**config.mk**
```make
export PLATFORM = sky130hd
export DESIGN_NAME = router_dispatch_ctrl
export DESIGN_NICKNAME = d
export VERILOG_FILES = /design/src/rtl/router_pkg.sv /design/src/rtl/router_out_fifo.sv /design/src/rtl/router_dispatch_ctrl.sv
export SDC_FILE = /design/constraint.sdc
export NUM_CORES = 1
export LEC_CHECK = 0
export BUFFER_PORTS_ARGS = -buffer_cell sky130_fd_sc_hd__buf_2
export CELL_PAD_IN_SITES_DETAIL_PLACEMENT = 1
export CELL_PAD_IN_SITES_GLOBAL_PLACEMENT = 1
export CORE_UTILIZATION = 40
export CTS_CLUSTER_DIAMETER = 60
export DETAILED_ROUTE_END_ITERATION = 8
export GPL_TIMING_DRIVEN = 1
export PLACE_DENSITY = 0.73
export SKIP_LAST_GASP = 1
export SYNTH_ARGS = -nofsm -noshare
export SYNTH_HDL_FRONTEND = slang
export SYNTH_SLANG_ARGS = --single-unit
```
**constraint.sdc**
```tcl
create_clock -name clk -period 2.1 [get_ports clk]
set_input_delay 0 -clock clk [delete_from_list [all_inputs] [get_ports clk]]
set_output_delay 0 -clock clk [all_outputs]
set_load 0.01 [all_outputs]
```
**src/rtl/router_pkg.sv**
```systemverilog
// rtl/router_pkg.sv - shared constants and types for the router dispatch path
package router_pkg;

    localparam int NUM_OUT_PORTS  = 4;
    localparam int DEST_WIDTH     = 2;
    localparam int DROP_CNT_WIDTH = 16;

    typedef logic [DEST_WIDTH-1:0] dest_t;

    function automatic logic [DROP_CNT_WIDTH-1:0] sat_inc(input logic [DROP_CNT_WIDTH-1:0] v);
        return (&v) ? v : v + DROP_CNT_WIDTH'(1);
    endfunction

endpackage

```
**src/rtl/router_out_fifo.sv**
```systemverilog
// rtl/router_out_fifo.sv - per-channel output FIFO with synchronous flush
module router_out_fifo #(
    parameter  int DATA_WIDTH = 32,
    parameter  int FIFO_DEPTH = 4,
    localparam int PTR_W      = $clog2(FIFO_DEPTH),
    localparam int LVL_W      = PTR_W + 1
) (
    input  logic                  clk,
    input  logic                  rst_n,
    input  logic                  flush,
    input  logic                  push,
    input  logic [DATA_WIDTH-1:0] push_data,
    input  logic                  pop,
    output logic [DATA_WIDTH-1:0] head_data,
    output logic                  full,
    output logic                  empty,
    output logic [LVL_W-1:0]      level
);

    logic [DATA_WIDTH-1:0] mem_q [FIFO_DEPTH];
    logic [DATA_WIDTH-1:0] mem_d [FIFO_DEPTH];
    logic [PTR_W-1:0]      wr_ptr_q, wr_ptr_d;
    logic [PTR_W-1:0]      rd_ptr_q, rd_ptr_d;
    logic [LVL_W-1:0]      count_q, count_d;
    logic                  do_push, do_pop;

    // Full/empty come from registered count, so a same-cycle pop never frees a slot for a push.
    assign full      = (count_q == LVL_W'(FIFO_DEPTH));
    assign empty     = (count_q == '0);
    assign level     = count_q;
    assign head_data = mem_q[rd_ptr_q];
    assign do_push   = push & ~full & ~flush;
    assign do_pop    = pop & ~empty & ~flush;

    always_comb begin
        mem_d    = mem_q;
        wr_ptr_d = wr_ptr_q;
        rd_ptr_d = rd_ptr_q;
        count_d  = count_q;
        if (flush) begin
            wr_ptr_d = '0;
            rd_ptr_d = '0;
            count_d  = '0;
        end else begin
            if (do_push) begin
                mem_d[wr_ptr_q] = push_data;
                wr_ptr_d        = wr_ptr_q + PTR_W'(1);
            end
            if (do_pop) begin
                rd_ptr_d = rd_ptr_q + PTR_W'(1);
            end
            case ({do_push, do_pop})
                2'b10:   count_d = count_q + LVL_W'(1);
                2'b01:   count_d = count_q - LVL_W'(1);
                default: count_d = count_q;
            endcase
        end
    end

    always_ff @(posedge clk or negedge rst_n) begin
        if (!rst_n) begin
            for (int i = 0; i < FIFO_DEPTH; i++) begin
                mem_q[i] <= '0;
            end
            wr_ptr_q <= '0;
            rd_ptr_q <= '0;
            count_q  <= '0;
        end else begin
            mem_q    <= mem_d;
            wr_ptr_q <= wr_ptr_d;
            rd_ptr_q <= rd_ptr_d;
            count_q  <= count_d;
        end
    end

endmodule

```
**src/rtl/router_dispatch_ctrl.sv**
```systemverilog
// rtl/router_dispatch_ctrl.sv - destination decode, ID filter and per-output buffering
module router_dispatch_ctrl
    import router_pkg::*;
#(
    parameter  int ADDR_WIDTH = 32,
    parameter  int DATA_WIDTH = 32,
    parameter  int DEST_LSB   = 0,
    parameter  int ID_WIDTH   = 8,
    parameter  int ROUTER_ID  = 0,
    parameter  int FIFO_DEPTH = 4,
    localparam int LVL_W      = $clog2(FIFO_DEPTH) + 1
) (
    input  logic                                clk,
    input  logic                                reset,
    input  logic [ADDR_WIDTH-1:0]               in_addr,
    input  logic [DATA_WIDTH-1:0]               in_data,
    input  logic                                in_valid,
    output logic                                in_ready,
    input  logic                                flush,
    output logic [NUM_OUT_PORTS*DATA_WIDTH-1:0] out_data,
    output logic [NUM_OUT_PORTS-1:0]            out_valid,
    input  logic [NUM_OUT_PORTS-1:0]            out_ready,
    output logic [DROP_CNT_WIDTH-1:0]           drop_count,
    output logic [NUM_OUT_PORTS*LVL_W-1:0]      fifo_level
);

    dest_t                       dest;
    logic                        id_ok;
    logic                        accept;
    logic [NUM_OUT_PORTS-1:0]    full;
    logic [NUM_OUT_PORTS-1:0]    empty;
    logic [DROP_CNT_WIDTH-1:0]   drop_cnt_q, drop_cnt_d;
    logic                        unused_addr_bits;

    assign unused_addr_bits = ^in_addr;

    assign dest  = in_addr[DEST_LSB +: DEST_WIDTH];
    assign id_ok = (in_addr[ADDR_WIDTH-1 -: ID_WIDTH] == ID_WIDTH'(ROUTER_ID));

    // Foreign-ID words are always consumed so they can never stall the input stream.
    assign in_ready = reset & ~flush & (~id_ok | ~full[dest]);
    assign accept   = in_valid & in_ready;

    always_comb begin
        drop_cnt_d = drop_cnt_q;
        if (accept && !id_ok) begin
            drop_cnt_d = sat_inc(drop_cnt_q);
        end
    end

    always_ff @(posedge clk or negedge reset) begin
        if (!reset) begin
            drop_cnt_q <= '0;
        end else begin
            drop_cnt_q <= drop_cnt_d;
        end
    end

    assign drop_count = drop_cnt_q;

    for (genvar k = 0; k < NUM_OUT_PORTS; k++) begin : g_out
        router_out_fifo #(
            .DATA_WIDTH (DATA_WIDTH),
            .FIFO_DEPTH (FIFO_DEPTH)
        ) u_fifo (
            .clk       (clk),
            .rst_n     (reset),
            .flush     (flush),
            .push      (accept & id_ok & (dest == dest_t'(k))),
            .push_data (in_data),
            .pop       (out_ready[k]),
            .head_data (out_data[k*DATA_WIDTH +: DATA_WIDTH]),
            .full      (full[k]),
            .empty     (empty[k]),
            .level     (fifo_level[k*LVL_W +: LVL_W])
        );
        assign out_valid[k] = ~empty[k];
    end

endmodule

```
# == Yosys cells after proc, flatten, opt, wreduce, memory -nomap -nowiden ==
# Cells that the tools add are included.
# classes
magnitude_cmp,13
n_reduce_logical,30
n_addsub,17
n_mux,50
n_eq_ne,15
n_bitwise,45
# op_table
cell,n
128-bit bitwise mux,4
32-bit two-way mux,12
32-bit binary-select mux with 2-bit select,4
32-bit demux with 2-bit select,4
2-bit two-way mux,16
1-bit AND,24
"3-bit greater-or-equal comparator, second input constant",8
2-bit inverter with 3-bit output,8
3-bit one-hot mux with 2 select lines,4
"16-bit by 1-bit adder with 16-bit output, second input constant",1
"2-bit by 1-bit adder with 2-bit output, second input constant",8
16-bit AND reduction,1
2-bit nonzero test,8
"3-bit by 1-bit adder with 3-bit output, second input constant",4
"2-bit == test, second input constant",6
"3-bit == test, second input constant",4
3-bit zero test,4
"3-bit by 1-bit less-than comparator with 1-bit output, second input constant",4
3-bit two-way mux,4
1-bit inverter,12
3-bit nonzero test,4
"3-bit by 1-bit subtractor with 3-bit output, second input constant",4
"2-bit by 1-bit == test with 1-bit output, second input constant",5
2-bit AND reduction,5
other kinds (8),12
# word_totals
input_bits,72
out_inout_bits,161
register_bits,556

# == Depth between registers and ports, before layout ==
# depth
ltp_word,14
mapped_depth,10
ltp_nobuf,8

# == Cells and area by module ==
# Synthesis repeated with hierarchy kept, for this count alone.
# hier_totals
cells_unflattened,1588
hier_area_um2,26835.7
# modules_own_cells
mod,area_each_um2,seq_area_each_um2,instances,cells_per_inst
router_out_fifo (g_out[0].u_fifo ...),6721.4,3378.2,2,375
router_out_fifo (g_out[2].u_fifo ...),6231.0,3378.2,2,376
router_dispatch_ctrl,930.9,400.4,1,86

# == Worst setup path before layout ==
# No wires, ideal clock.
# synth_path
kind,register -> register
start,register g_out[0].u_fifo.count_q[0]
end,register g_out[0].u_fifo.count_q[2]
path_slack_ns,-0.356
path_stages_with_launch,10
t_arrival_ns,2.392
t_required_ns,2.036
n_path_buf,1
synth_period_minus_slack_ns,2.456
cell_sequence,dfrtp_1 > nor2_1 > a211o_1 > nor2_2 > buf_4 > nor3_1 > fa_1 > or4_1 > a21oi_1 > or3_1
# synth_via
elab_chain_len,14
# synth_lines
element,line_no,source
from (decl),router_out_fifo.sv:24,"logic [LVL_W-1:0] count_q, count_d;"
from (signal assigned),router_out_fifo.sv:72,count_q <= count_d;
3-bit == test,router_out_fifo.sv:28,assign full = (count_q == LVL_W'(FIFO_DEPTH));
1-bit binary-select mux with 2-bit select,router_dispatch_ctrl.sv:41,assign in_ready = reset & ~flush & (~id_ok | ~full[dest]);
1-bit two-way mux (not written as such),router_dispatch_ctrl.sv:41,
1-bit inverter,router_dispatch_ctrl.sv:41,
1-bit bitwise OR,router_dispatch_ctrl.sv:41,
1-bit AND,router_dispatch_ctrl.sv:41,
1-bit AND,router_dispatch_ctrl.sv:42,assign accept = in_valid & in_ready;
1-bit AND (2 in a row),router_dispatch_ctrl.sv:69,".push (accept & id_ok & (dest == dest_t'(k))),"
1-bit AND (2 in a row),router_out_fifo.sv:32,assign do_push = push & ~full & ~flush;
2-bit by 1-bit == test with 1-bit output / 2-bit == test (equally long branches),router_out_fifo.sv:52,"case ({do_push, do_pop})"
3-bit one-hot mux with 2 select lines,router_out_fifo.sv:52,
3-bit two-way mux,router_out_fifo.sv:40,if (flush) begin
# Several ways; a longest one is shown, not always the timed one. The select of a mux whose other input is x is not followed.
# A chain may end at the register's enable or synchronous reset.

# == Worst setup path after layout ==
# layout_path
start,register g_out[0].u_fifo.count_q[1]
end,register g_out[0].u_fifo.count_q[2]
# The elaborated chain is that of the path after synthesis.

==> reports/results.txt <==
DR vias/cell: 5.493
Min-Delay Path Class: in2reg
Peak Freq: 0.4678 GHz
Remaining Overflow, GRT: 0
Combinational Power Share: 5.8%
GPL Wtd Cong: 0.7572
Synthesized area per cell: 16.04 sq um
CP peak stage delay: 0.44 ns
Setup WS pre-CTS: -0.08353 ns
Final non-filler cell total: 2,672
Initial Utilization: 40.74%
Layout net count: 1,932
Post-synth EDFFs: 0
Internal: 17.71 mW
Clock latency on the worst-skew pair: 0.63 ns
Initial detailed-routing violation count: 737
Share of layout cells above drive strength 1: 53.07%
Final wirelength: 67.06 mm
PortBufs: 210
Worst Setup Slack, final: -0.03770 ns
PwrDens: 764.3 nW/um^2
Gr usage total: 21.74%
Main area contributors after synthesis: dfrtp_1 56%, mux2_2 18%, mux4_2 12%
Crit path kind: reg2reg
Drt pass-1 iters: 4
MaxCap Viol Count: 0
Post-Syn Instances: 1,545
Dpl hpwl: 41.89 mm
Drt wl/cell: 25.10 um
Synth area leader: dfrtp_1
CP Buf/Inv Count: 0
First-pass GRT wire length: 103.6 mm
RSZ-0062 raised after global routing: true
Largest delay share family, worst path: simple AND/OR/NAND/NOR gates
ANT cells: 0
Top FF cell, synth: dfrtp_1
Startpoint Class: register
Setup TNS: -0.04124 ns
Leakage: 15.32 nW
Clk_skew: 0.01889 ns
Nature of the critical path endpoint: register
Root buffer cell: clkbuf_16
Die area: 62,940 sq um
Outcome: finished with violations
Area fraction of the dominant cell type after synthesis: 56.16%
Period minus WS final: 2.138 ns
Antenna viol nets, final: 0
Final setup violation count: 2
Max Buffers Root-to-Sink: 3
Mapped cell area: 24,780 sq um
CP cell instances: or3_4 -> nand2_4 -> nor3_4 -> fa_2 -> or4_4 -> a21oi_2 -> or3_1
Slew @ Worst Pin: 0.9860 ns
Most instantiated cells after synthesis: 556 x dfrtp_1, 398 x mux2_2, 128 x mux4_2
CP max FO: 4
TritonCTS buffer count: 61
Failing checks: setup timing
Routed vias: 14.68k
Die width: 250.9 um
Worst Path Arrival: 2.69 ns
Top-level I/O count: 233
Core box area: 60,810 sq um
Fillers: 5,818
CTS Sinks: 556
Final worst path period share: 101.8%
Yosys reg bits: 556
Synth warnings: 0
Slew HR: 34.26%
Largest net degree at the start of global routing: 166
VDD IR-drop max: 0.5941 mV
Vias in the first global route: 16.53k
DRC violations left: 0
Asr flop ratio synth: 100.0%
Chip height: 250.9 um
Switch share: 23.45%
Clk pin slew, worst setup/hold paths: 0.07 ns
Seq pwr share: 47.0%
Sw power: 5.423 mW
Area delta synth->final: 22.16%
Endpoints failing hold: 0
H-tree levels: 2
Seq/Total Area, Yosys: 56.16%
Crit path max-delay cell type: dfrtp_2
Clock network power share: 47.2%
Dpl cells: 2,496
Synth cell types: 56
Count leader, synth: dfrtp_1
Antenna violations before repair: 5
Worst EP required: 2.65 ns
Slew Viols, Final: 0
Nets in the synthesized netlist: 1,638
TritonCTS clock tree: built
Row cnt: 90
[cells in the final DEF (no fill, tap or decap), types with 5 or more instances in the layout]
cell type	count
and3_1	6
buf_12	33
buf_2	198
buf_4	54
buf_6	13
clkbuf_1	11
clkbuf_16	67
clkbuf_8	12
clkinv_2	16
dfrtp_1	540
dfrtp_2	13
dlygate4sd3_1	42
ha_1	17
inv_1	17
mux2_1	120
mux2_2	398
mux4_2	128
nand2_1	18
nand2_2	15
nand2_4	5
nand3_1	16
nor2_1	21
o31ai_1	6
xnor2_1	17
xor2_1	9
[per-layer routing]
metal	part of all wire (%)	global-route usage, %	vias to the layer above
met5	0.034	0	-
met4	2.9	7.038	4
met3	4.3	3.375	123
met2	50	35.90	298
met1	43	29.49	7960
li1	-	-	6293
[through the flow]
step	util [%]	cell area [sq um]	total power [mW]	hold slack [ns]
floorplan	-	24850	11.57	-0.2956
global placement	44.94	27330	12.25	0.06743
detailed placement	44.94	27330	12.30	0.07718
CTS	49.36	30020	23.37	0.003086
global route	49.77	30270	23.92	0.06536
finish	49.77	30270	23.13	0.03262
[repair_timing]
| item | in CTS | in global routing |
|---|---|---|
| setup endpoints to repair | 196 | 60 |
| gates cloned | 2 | 4 |
| resized for setup | 17 | 21 |
| hold endpoints to repair | 711 | 0 |
| pin swaps | 12 | 7 |
| hold buffers | 43 | 0 |
| buffers inserted | 8 | 5 |
[registers in the layout, summed over array words and instances, names as in the netlist]
name / cells
g_out.u_fifo.mem_q: 512
drop_count: 16
g_out.u_fifo.level: 12
g_out.u_fifo.rd_ptr_q: 8
g_out.u_fifo.wr_ptr_q: 8
[final cells by class]
class	count	area, sq um	area share [%]
Tap cell	782	978.4	3.233
Sequential cell	556	13940	46.06
Multi-Input combinational cell	852	10360	34.23
Timing Repair Buffer	350	2864	9.463
Inverter	18	67.56	0.2232
Clock buffer	86	1783	5.891
Clock inverter	28	271.5	0.8971
[power groups by stage]
stage / logic [mW] / registers [mW] / clock network (mW)
3_5_place_dp: 1.23 / 11.1 / 0
5_1_grt: 1.46 / 10.9 / 11.6
3_3_place_gp: 1.19 / 11.1 / 0
4_1_cts: 1.32 / 10.9 / 11.2
2_1_floorplan: 0.488 / 11.1 / 0
6_report: 1.33 / 10.9 / 10.9
[worst paths after layout]
path	depth (start not counted)	end	slack, ns	startpoint
min reg2reg	1	g_out[3].u_fifo.mem_q[25]	0.49	g_out[3].u_fifo.mem_q[25]
min	6	g_out[1].u_fifo.wr_ptr_q[0]	0.03	in_addr[27]
min in group asynchronous	4	g_out[1].u_fifo.mem_q[9]	0.14	reset
max reg2reg	7	g_out[0].u_fifo.level[2]	-0.04	g_out[0].u_fifo.level[1]
max	7	g_out[0].u_fifo.level[2]	-0.04	g_out[0].u_fifo.level[1]
max in group asynchronous	5	g_out[0].u_fifo.mem_q[83]	0.98	reset
[kinds of logic after synthesis]
group	share of synthesized area, %
XOR/XNOR	0.9192
AO/OA/AOI/OAI	0.9748
flip-flops	56.16
AND/OR/NAND/NOR	2.803
buffers and inverters	2.621
adder cells (fa/ha/maj)	1.182
multiplexers	35.34
[tightest hold or removal path, cell delays in order]
cell      delay, ns
buf_2          0.10
nor4_4         0.05
nand3b_4       0.11
o21ai_2        0.08
buf_4          0.14
o21ai_0        0.13
Note: power is estimated with default switching activity, not from simulation.
